`src/rtl/wb_arbiter_2m_if.sv`:
```
// Bus bundle for the two-master Wishbone arbiter.
// Carries both master ports (m0 = data, m1 = instruction) and the single
// slave port.
//   slave  modport : the arbiter's view (takes master requests and slave
//                    responses, drives slave requests and master responses)
//   master modport : the surrounding system's view (drives the masters'
//                    requests and the slave's responses)
interface wb_arbiter_2m_if;
  // master 0 (data port)
  logic        m0_cyc_i, m0_stb_i, m0_we_i;
  logic [3:0]  m0_sel_i;
  logic [31:0] m0_adr_i, m0_dat_i;
  logic [31:0] m0_dat_o;
  logic        m0_ack_o, m0_err_o;
  // master 1 (instruction port)
  logic        m1_cyc_i, m1_stb_i, m1_we_i;
  logic [3:0]  m1_sel_i;
  logic [31:0] m1_adr_i, m1_dat_i;
  logic [31:0] m1_dat_o;
  logic        m1_ack_o, m1_err_o;
  // shared slave
  logic        s_cyc_o, s_stb_o, s_we_o;
  logic [3:0]  s_sel_o;
  logic [31:0] s_adr_o, s_dat_o;
  logic [31:0] s_dat_i;
  logic        s_ack_i;

  modport slave (
    input  m0_cyc_i, m0_stb_i, m0_we_i, m0_sel_i, m0_adr_i, m0_dat_i,
    output m0_dat_o, m0_ack_o, m0_err_o,
    input  m1_cyc_i, m1_stb_i, m1_we_i, m1_sel_i, m1_adr_i, m1_dat_i,
    output m1_dat_o, m1_ack_o, m1_err_o,
    output s_cyc_o, s_stb_o, s_we_o, s_sel_o, s_adr_o, s_dat_o,
    input  s_dat_i, s_ack_i
  );

  modport master (
    output m0_cyc_i, m0_stb_i, m0_we_i, m0_sel_i, m0_adr_i, m0_dat_i,
    input  m0_dat_o, m0_ack_o, m0_err_o,
    output m1_cyc_i, m1_stb_i, m1_we_i, m1_sel_i, m1_adr_i, m1_dat_i,
    input  m1_dat_o, m1_ack_o, m1_err_o,
    input  s_cyc_o, s_stb_o, s_we_o, s_sel_o, s_adr_o, s_dat_o,
    output s_dat_i, s_ack_i
  );
endinterface

```
`src/rtl/wb_arbiter_2m.sv`:
```
// Two-master round-robin Wishbone arbiter with a per-grant bus timeout.
// A master owns the slave from the cycle after it is granted until it drops
// cyc (locked grant across any number of strobes). Ties in IDLE go to the
// master that was not granted last. If the granted master strobes for
// TIMEOUT cycles without an ack, it gets a one-cycle err and loses the grant.
// Ports:
//   clk  - clock, rising edge
//   rst  - synchronous, active-high reset
//   bus  - wb_arbiter_2m_if.slave: both master ports plus the slave port
// Parameter:
//   TIMEOUT - unacked strobe cycles tolerated before err (1..255)
module wb_arbiter_2m #(
  parameter int unsigned TIMEOUT = 255
) (
  input logic             clk,
  input logic             rst,
  wb_arbiter_2m_if.slave  bus
);

  typedef enum logic [1:0] {IDLE, GNT0, GNT1} state_t;

  localparam logic [7:0] TIMEOUT_C = 8'(TIMEOUT);

  state_t     state_q, state_d;
  logic       last_gnt_q, last_gnt_d;
  logic [7:0] cnt_q, cnt_d;

  // Requests of whichever master currently owns the bus.
  logic cur_cyc, cur_stb, granted, timeout;

  assign granted = (state_q == GNT0) || (state_q == GNT1);
  assign cur_cyc = (state_q == GNT1) ? bus.m1_cyc_i : bus.m0_cyc_i;
  assign cur_stb = (state_q == GNT1) ? bus.m1_stb_i : bus.m0_stb_i;
  // An ack in the same cycle beats the timeout.
  assign timeout = granted && (cnt_q == TIMEOUT_C) && !bus.s_ack_i;

  // State register
  // NOTE: state uses non-blocking assignments so every register updates
  // from the same pre-edge values; the reset here is synchronous.
  always_ff @(posedge clk) begin
    if (rst) begin
      state_q    <= IDLE;
      last_gnt_q <= 1'b1;
      cnt_q      <= '0;
    end else begin
      state_q    <= state_d;
      last_gnt_q <= last_gnt_d;
      cnt_q      <= cnt_d;
    end
  end

  // Next-state logic
  // NOTE: every output of this block gets a default first so no path
  // leaves it unassigned, which would infer a latch.
  always_comb begin
    state_d    = state_q;
    last_gnt_d = last_gnt_q;
    cnt_d      = cnt_q;
    unique case (state_q)
      IDLE: begin
        cnt_d = '0;
        // m0 wins when alone, or on a tie when m1 was granted last.
        if (bus.m0_cyc_i && (!bus.m1_cyc_i || last_gnt_q)) begin
          state_d    = GNT0;
          last_gnt_d = 1'b0;
        end else if (bus.m1_cyc_i) begin
          state_d    = GNT1;
          last_gnt_d = 1'b1;
        end
      end
      GNT0, GNT1: begin
        if (!cur_cyc || timeout) begin
          state_d = IDLE;
          cnt_d   = '0;
        end else if (bus.s_ack_i || !cur_stb) begin
          cnt_d = '0;
        end else begin
          cnt_d = cnt_q + 8'd1;
        end
      end
      default: begin
        state_d = IDLE;
        cnt_d   = '0;
      end
    endcase
  end

  // Output logic: pure routing from the current grant.
  always_comb begin
    bus.s_cyc_o  = 1'b0;
    bus.s_stb_o  = 1'b0;
    bus.s_we_o   = 1'b0;
    bus.s_sel_o  = '0;
    bus.s_adr_o  = '0;
    bus.s_dat_o  = '0;
    bus.m0_ack_o = 1'b0;
    bus.m0_err_o = 1'b0;
    bus.m0_dat_o = '0;
    bus.m1_ack_o = 1'b0;
    bus.m1_err_o = 1'b0;
    bus.m1_dat_o = '0;
    unique case (state_q)
      GNT0: begin
        bus.s_cyc_o  = bus.m0_cyc_i && !timeout;
        bus.s_stb_o  = bus.m0_stb_i && !timeout;
        bus.s_we_o   = bus.m0_we_i;
        bus.s_sel_o  = bus.m0_sel_i;
        bus.s_adr_o  = bus.m0_adr_i;
        bus.s_dat_o  = bus.m0_dat_i;
        bus.m0_ack_o = bus.s_ack_i && !rst;
        bus.m0_err_o = timeout && !rst;
        bus.m0_dat_o = rst ? 32'h0 : bus.s_dat_i;
      end
      GNT1: begin
        bus.s_cyc_o  = bus.m1_cyc_i && !timeout;
        bus.s_stb_o  = bus.m1_stb_i && !timeout;
        bus.s_we_o   = bus.m1_we_i;
        bus.s_sel_o  = bus.m1_sel_i;
        bus.s_adr_o  = bus.m1_adr_i;
        bus.s_dat_o  = bus.m1_dat_i;
        bus.m1_ack_o = bus.s_ack_i && !rst;
        bus.m1_err_o = timeout && !rst;
        bus.m1_dat_o = rst ? 32'h0 : bus.s_dat_i;
      end
      default: ;  // IDLE: everything stays 0, stray slave acks are dropped
    endcase
  end

endmodule

```
`src/flat_wrapper.sv`:
```
// flat-port wrapper written by rule: the top's interface ports become plain ports
module wb_arbiter_2m_flat 
#(
  parameter int unsigned TIMEOUT = 255
)
  (clk, rst, bus_m0_cyc_i, bus_m0_stb_i, bus_m0_we_i, bus_m0_sel_i, bus_m0_adr_i, bus_m0_dat_i, bus_m0_dat_o, bus_m0_ack_o, bus_m0_err_o, bus_m1_cyc_i, bus_m1_stb_i, bus_m1_we_i, bus_m1_sel_i, bus_m1_adr_i, bus_m1_dat_i, bus_m1_dat_o, bus_m1_ack_o, bus_m1_err_o, bus_s_cyc_o, bus_s_stb_o, bus_s_we_o, bus_s_sel_o, bus_s_adr_o, bus_s_dat_o, bus_s_dat_i, bus_s_ack_i);
  wb_arbiter_2m_if bus_i ();
  input logic clk;
  input logic rst;
  input wire logic [$bits(bus_i.m0_cyc_i)-1:0] bus_m0_cyc_i;
  input wire logic [$bits(bus_i.m0_stb_i)-1:0] bus_m0_stb_i;
  input wire logic [$bits(bus_i.m0_we_i)-1:0] bus_m0_we_i;
  input wire logic [$bits(bus_i.m0_sel_i)-1:0] bus_m0_sel_i;
  input wire logic [$bits(bus_i.m0_adr_i)-1:0] bus_m0_adr_i;
  input wire logic [$bits(bus_i.m0_dat_i)-1:0] bus_m0_dat_i;
  output wire logic [$bits(bus_i.m0_dat_o)-1:0] bus_m0_dat_o;
  output wire logic [$bits(bus_i.m0_ack_o)-1:0] bus_m0_ack_o;
  output wire logic [$bits(bus_i.m0_err_o)-1:0] bus_m0_err_o;
  input wire logic [$bits(bus_i.m1_cyc_i)-1:0] bus_m1_cyc_i;
  input wire logic [$bits(bus_i.m1_stb_i)-1:0] bus_m1_stb_i;
  input wire logic [$bits(bus_i.m1_we_i)-1:0] bus_m1_we_i;
  input wire logic [$bits(bus_i.m1_sel_i)-1:0] bus_m1_sel_i;
  input wire logic [$bits(bus_i.m1_adr_i)-1:0] bus_m1_adr_i;
  input wire logic [$bits(bus_i.m1_dat_i)-1:0] bus_m1_dat_i;
  output wire logic [$bits(bus_i.m1_dat_o)-1:0] bus_m1_dat_o;
  output wire logic [$bits(bus_i.m1_ack_o)-1:0] bus_m1_ack_o;
  output wire logic [$bits(bus_i.m1_err_o)-1:0] bus_m1_err_o;
  output wire logic [$bits(bus_i.s_cyc_o)-1:0] bus_s_cyc_o;
  output wire logic [$bits(bus_i.s_stb_o)-1:0] bus_s_stb_o;
  output wire logic [$bits(bus_i.s_we_o)-1:0] bus_s_we_o;
  output wire logic [$bits(bus_i.s_sel_o)-1:0] bus_s_sel_o;
  output wire logic [$bits(bus_i.s_adr_o)-1:0] bus_s_adr_o;
  output wire logic [$bits(bus_i.s_dat_o)-1:0] bus_s_dat_o;
  input wire logic [$bits(bus_i.s_dat_i)-1:0] bus_s_dat_i;
  input wire logic [$bits(bus_i.s_ack_i)-1:0] bus_s_ack_i;
  assign bus_i.m0_cyc_i = bus_m0_cyc_i;
  assign bus_i.m0_stb_i = bus_m0_stb_i;
  assign bus_i.m0_we_i = bus_m0_we_i;
  assign bus_i.m0_sel_i = bus_m0_sel_i;
  assign bus_i.m0_adr_i = bus_m0_adr_i;
  assign bus_i.m0_dat_i = bus_m0_dat_i;
  assign bus_m0_dat_o = bus_i.m0_dat_o;
  assign bus_m0_ack_o = bus_i.m0_ack_o;
  assign bus_m0_err_o = bus_i.m0_err_o;
  assign bus_i.m1_cyc_i = bus_m1_cyc_i;
  assign bus_i.m1_stb_i = bus_m1_stb_i;
  assign bus_i.m1_we_i = bus_m1_we_i;
  assign bus_i.m1_sel_i = bus_m1_sel_i;
  assign bus_i.m1_adr_i = bus_m1_adr_i;
  assign bus_i.m1_dat_i = bus_m1_dat_i;
  assign bus_m1_dat_o = bus_i.m1_dat_o;
  assign bus_m1_ack_o = bus_i.m1_ack_o;
  assign bus_m1_err_o = bus_i.m1_err_o;
  assign bus_s_cyc_o = bus_i.s_cyc_o;
  assign bus_s_stb_o = bus_i.s_stb_o;
  assign bus_s_we_o = bus_i.s_we_o;
  assign bus_s_sel_o = bus_i.s_sel_o;
  assign bus_s_adr_o = bus_i.s_adr_o;
  assign bus_s_dat_o = bus_i.s_dat_o;
  assign bus_i.s_dat_i = bus_s_dat_i;
  assign bus_i.s_ack_i = bus_s_ack_i;
  wb_arbiter_2m #(.TIMEOUT(TIMEOUT)) u_core (.clk(clk), .rst(rst), .bus(bus_i));
endmodule
```
`config.mk`:
```
export PLATFORM = sky130hd
export DESIGN_NAME = wb_arbiter_2m_flat
export DESIGN_NICKNAME = d
export VERILOG_FILES = /design/src/rtl/wb_arbiter_2m_if.sv /design/src/rtl/wb_arbiter_2m.sv /design/src/flat_wrapper.sv
export SDC_FILE = /design/constraint.sdc
export NUM_CORES = 1
export LEC_CHECK = 0
export BUFFER_PORTS_ARGS = -buffer_cell sky130_fd_sc_hd__buf_4
export CORE_AREA = 2 2 122 124
export CTS_BUF_LIST = sky130_fd_sc_hd__clkbuf_2 sky130_fd_sc_hd__clkbuf_4 sky130_fd_sc_hd__clkbuf_8
export CTS_CLUSTER_DIAMETER = 100
export CTS_CLUSTER_SIZE = 12
export DETAILED_ROUTE_END_ITERATION = 6
export DIE_AREA = 0 0 124 126
export PLACE_DENSITY = 0.46
export RECOVER_POWER = 50
export SYNTH_ARGS = -nofsm -noshare
export SYNTH_HDL_FRONTEND = slang
export SYNTH_SLANG_ARGS = --single-unit
export TNS_END_PERCENT = 30
```
`constraint.sdc`:
```
create_clock -name clk -period 2.4 [get_ports clk]
set_input_delay 0.36 -clock clk [delete_from_list [all_inputs] [get_ports clk]]
set_output_delay 0.36 -clock clk [all_outputs]
set_load 0.01 [all_outputs]
```
==> results.cfg <==
[sta]
period_share_pct = 90.7
hold-worst-slack_ns = 0.336
final_hold_viol_count = 0
slew_headroom_pct = 68.8
rsz0062_at_grt = no
setup_viol = 0
timing.final.crit_period_ns = 2.18
fin_tns_setup_ns = 0
clock_skew_ns = 0.00155
tightestPinTransition_ns = 0.468
slew_viol_final = 0
clock.fmax_mhz = 459

[layout]
finalInstanceArea_um2 = 4590
final_nets = 781
drive_above_1_share_pct = 51.6
layout_common_cells = buf_4, nor2b_1, a22oi_1
diodes = 0
area_growth_pct = 116
layout_commonest_cell = buf_4

[floorplan]
core_region_area_um2 = 14300
die_x_um = 124
dieHeight_um = 126
ios = 316
dieArea_um2 = 15600
start_util_pct = 14.9
floorplan.rows = 44

[critical_path]
critPathArrivalTime_ns = 1.82
required_ns = 2.04
start_kind = flop
endpoint_kind = output pin
cp_max_fo = 3
worstSetupPathType = flop to output pin

[power]
irDropWorstVdd_v = 0.000165
powerDensity_nw_per_um2 = 305
p_leak_nw = 2.13
power.total_mw = 1.40

[synth]
ys_seq_area_share_pct = 10.3
yosysUniqueCellTypes = 32
syn_area_um2 = 2130
synthFlopType = dfxtp_1
yosysWarnings = 0
synth_area_per_cell_um2 = 7.05
synth_enable_flop_cells = 0
async_flop_share_pct = 0
synth_fp_nets = 483
synth.ff_latch_count = 11
synth_cells = 302

[place]
io_buffer_count = 315
placed_area_um2 = 4680
dp_hpwl_um = 9720
gp_congestion = 0.791

[detailed_routing]
via_per_inst = 4.26
antenna_left = 0
first_iter_violations = 112
route.final.wire_length_um = 11700
drc_errors = 0
detail_route.first_pass.iterations = 4
wire_per_inst_um = 15.0
vias = 3334

[global_routing]
grt_pass1_wl_um = 16700
grt_use_total_pct = 13.3
antenna_found_initial = 0
grt_max_degree = 45
overflow = 0
first_global_vias = 3257

[clocking]
cts.path.max_buffers = 2
cts_root_buffer = clkbuf_8
cts_buffers = 3
postCtsResizedCells = 0
htreeDepth = 1
cts_sinks = 11
cts_hold_buf = 0
clkTransAtPathRegs_ns = 0.05
cts_tree = yes
clk_latency_ns = 0.24
post_cts_buffers = 0

[outcome]
outcome = finished, final reports clean

[hold_path]
hold_path.class = input pin to flop

[flow_run]
drv_cap = 0
-- sequential cells by signal (all words and copies together) (netlist names) --
register	count
u_core.last_gnt_q	1
u_core.state_q	2
u_core.cnt_q	8
-- layout make-up --
cell class                 instances  area [um^2]
timing repair buffer             323         2320
sequential                        11          220
multi-input combinational        256         1750
tap                              184          230
fill                            1568         9720
inverter                           5         18.8
clock buffer                       4         48.8
-- synthesized netlist by cell type (2+ instances only) --
master | number | area (um^2)
xnor2_1 | 3 | 26.3
nand2_1 | 5 | 18.8
nor2b_1 | 71 | 444
a22oi_1 | 69 | 518
buf_1 | 5 | 18.8
xor2_1 | 3 | 26.3
nand4b_4 | 2 | 47.6
o21ai_0 | 3 | 15.0
inv_1 | 5 | 18.8
ha_1 | 4 | 50.1
nand3_2 | 2 | 20.0
nor2_1 | 11 | 41.3
buf_2 | 6 | 30.0
clkbuf_1 | 18 | 67.6
dfxtp_1 | 11 | 220
and2_1 | 68 | 425
-- path summary, 6_finish.rpt --
path                                    endpoint  slack, ns                           start  cells past startpoint
setup / recovery                     bus_s_stb_o       0.22  u_core.state_q[0]$_SDFFE_PP0P_                      6
hold / removal    u_core.state_q[1]$_SDFFE_PP0P_       0.34                             rst                      2
setup reg to reg      u_core.cnt_q[6]$_SDFF_PP0_       0.52  u_core.state_q[0]$_SDFFE_PP0P_                      7
hold reg to reg       u_core.cnt_q[0]$_SDFF_PP0_       0.46      u_core.cnt_q[0]$_SDFF_PP0_                      1
-- stage by stage --
stage,utilization (%),std cells,setup WS (ns)
floorplan,-,302,0.555
global placement,32.7,779,0.447
detailed placement,32.7,779,0.434
CTS,33.1,783,0.175
global route,32.1,783,0.0494
finish,32.1,783,0.224
-- where the power goes --
group	total [mW]	internal (mW)	switching (mW)	leakage [nW]
Clock	0.196	0.128	0.0680	0.0262
Sequential	0.195	0.190	0.00434	0.0892
Combinational	1.01	0.543	0.467	2.02
-- worst max-delay path, stage by stage, from the launching register on --
cell      delay (ns)
dfxtp_1         0.33
inv_1           0.08
ha_1            0.35
nand4b_4        0.12
or3_4           0.36
and3_2          0.20
buf_4           0.14
-- cell families after synthesis --
group	count (synthesis)	synth area share, %
buf+inv	35	6.70
fa+ha+maj	4	2.35
compound gates	76	26.7
flops	11	10.3
simple gates	168	50.2
xor+xnor	6	2.47
mux	2	1.23
-- per-layer routing --
| metal | global-route usage (%) | share of wire (%) | vias up |
|---|---|---|---|
| li1 | - | - | 1637 |
| met1 | 14.1 | 36 | 1503 |
| met2 | 26.8 | 53 | 190 |
| met3 | 2.94 | 11 | 4 |
| met4 | 1.85 | 0.31 | 0 |
| met5 | 0 | 0 | - |
Power figures use the tool's default switching activity.
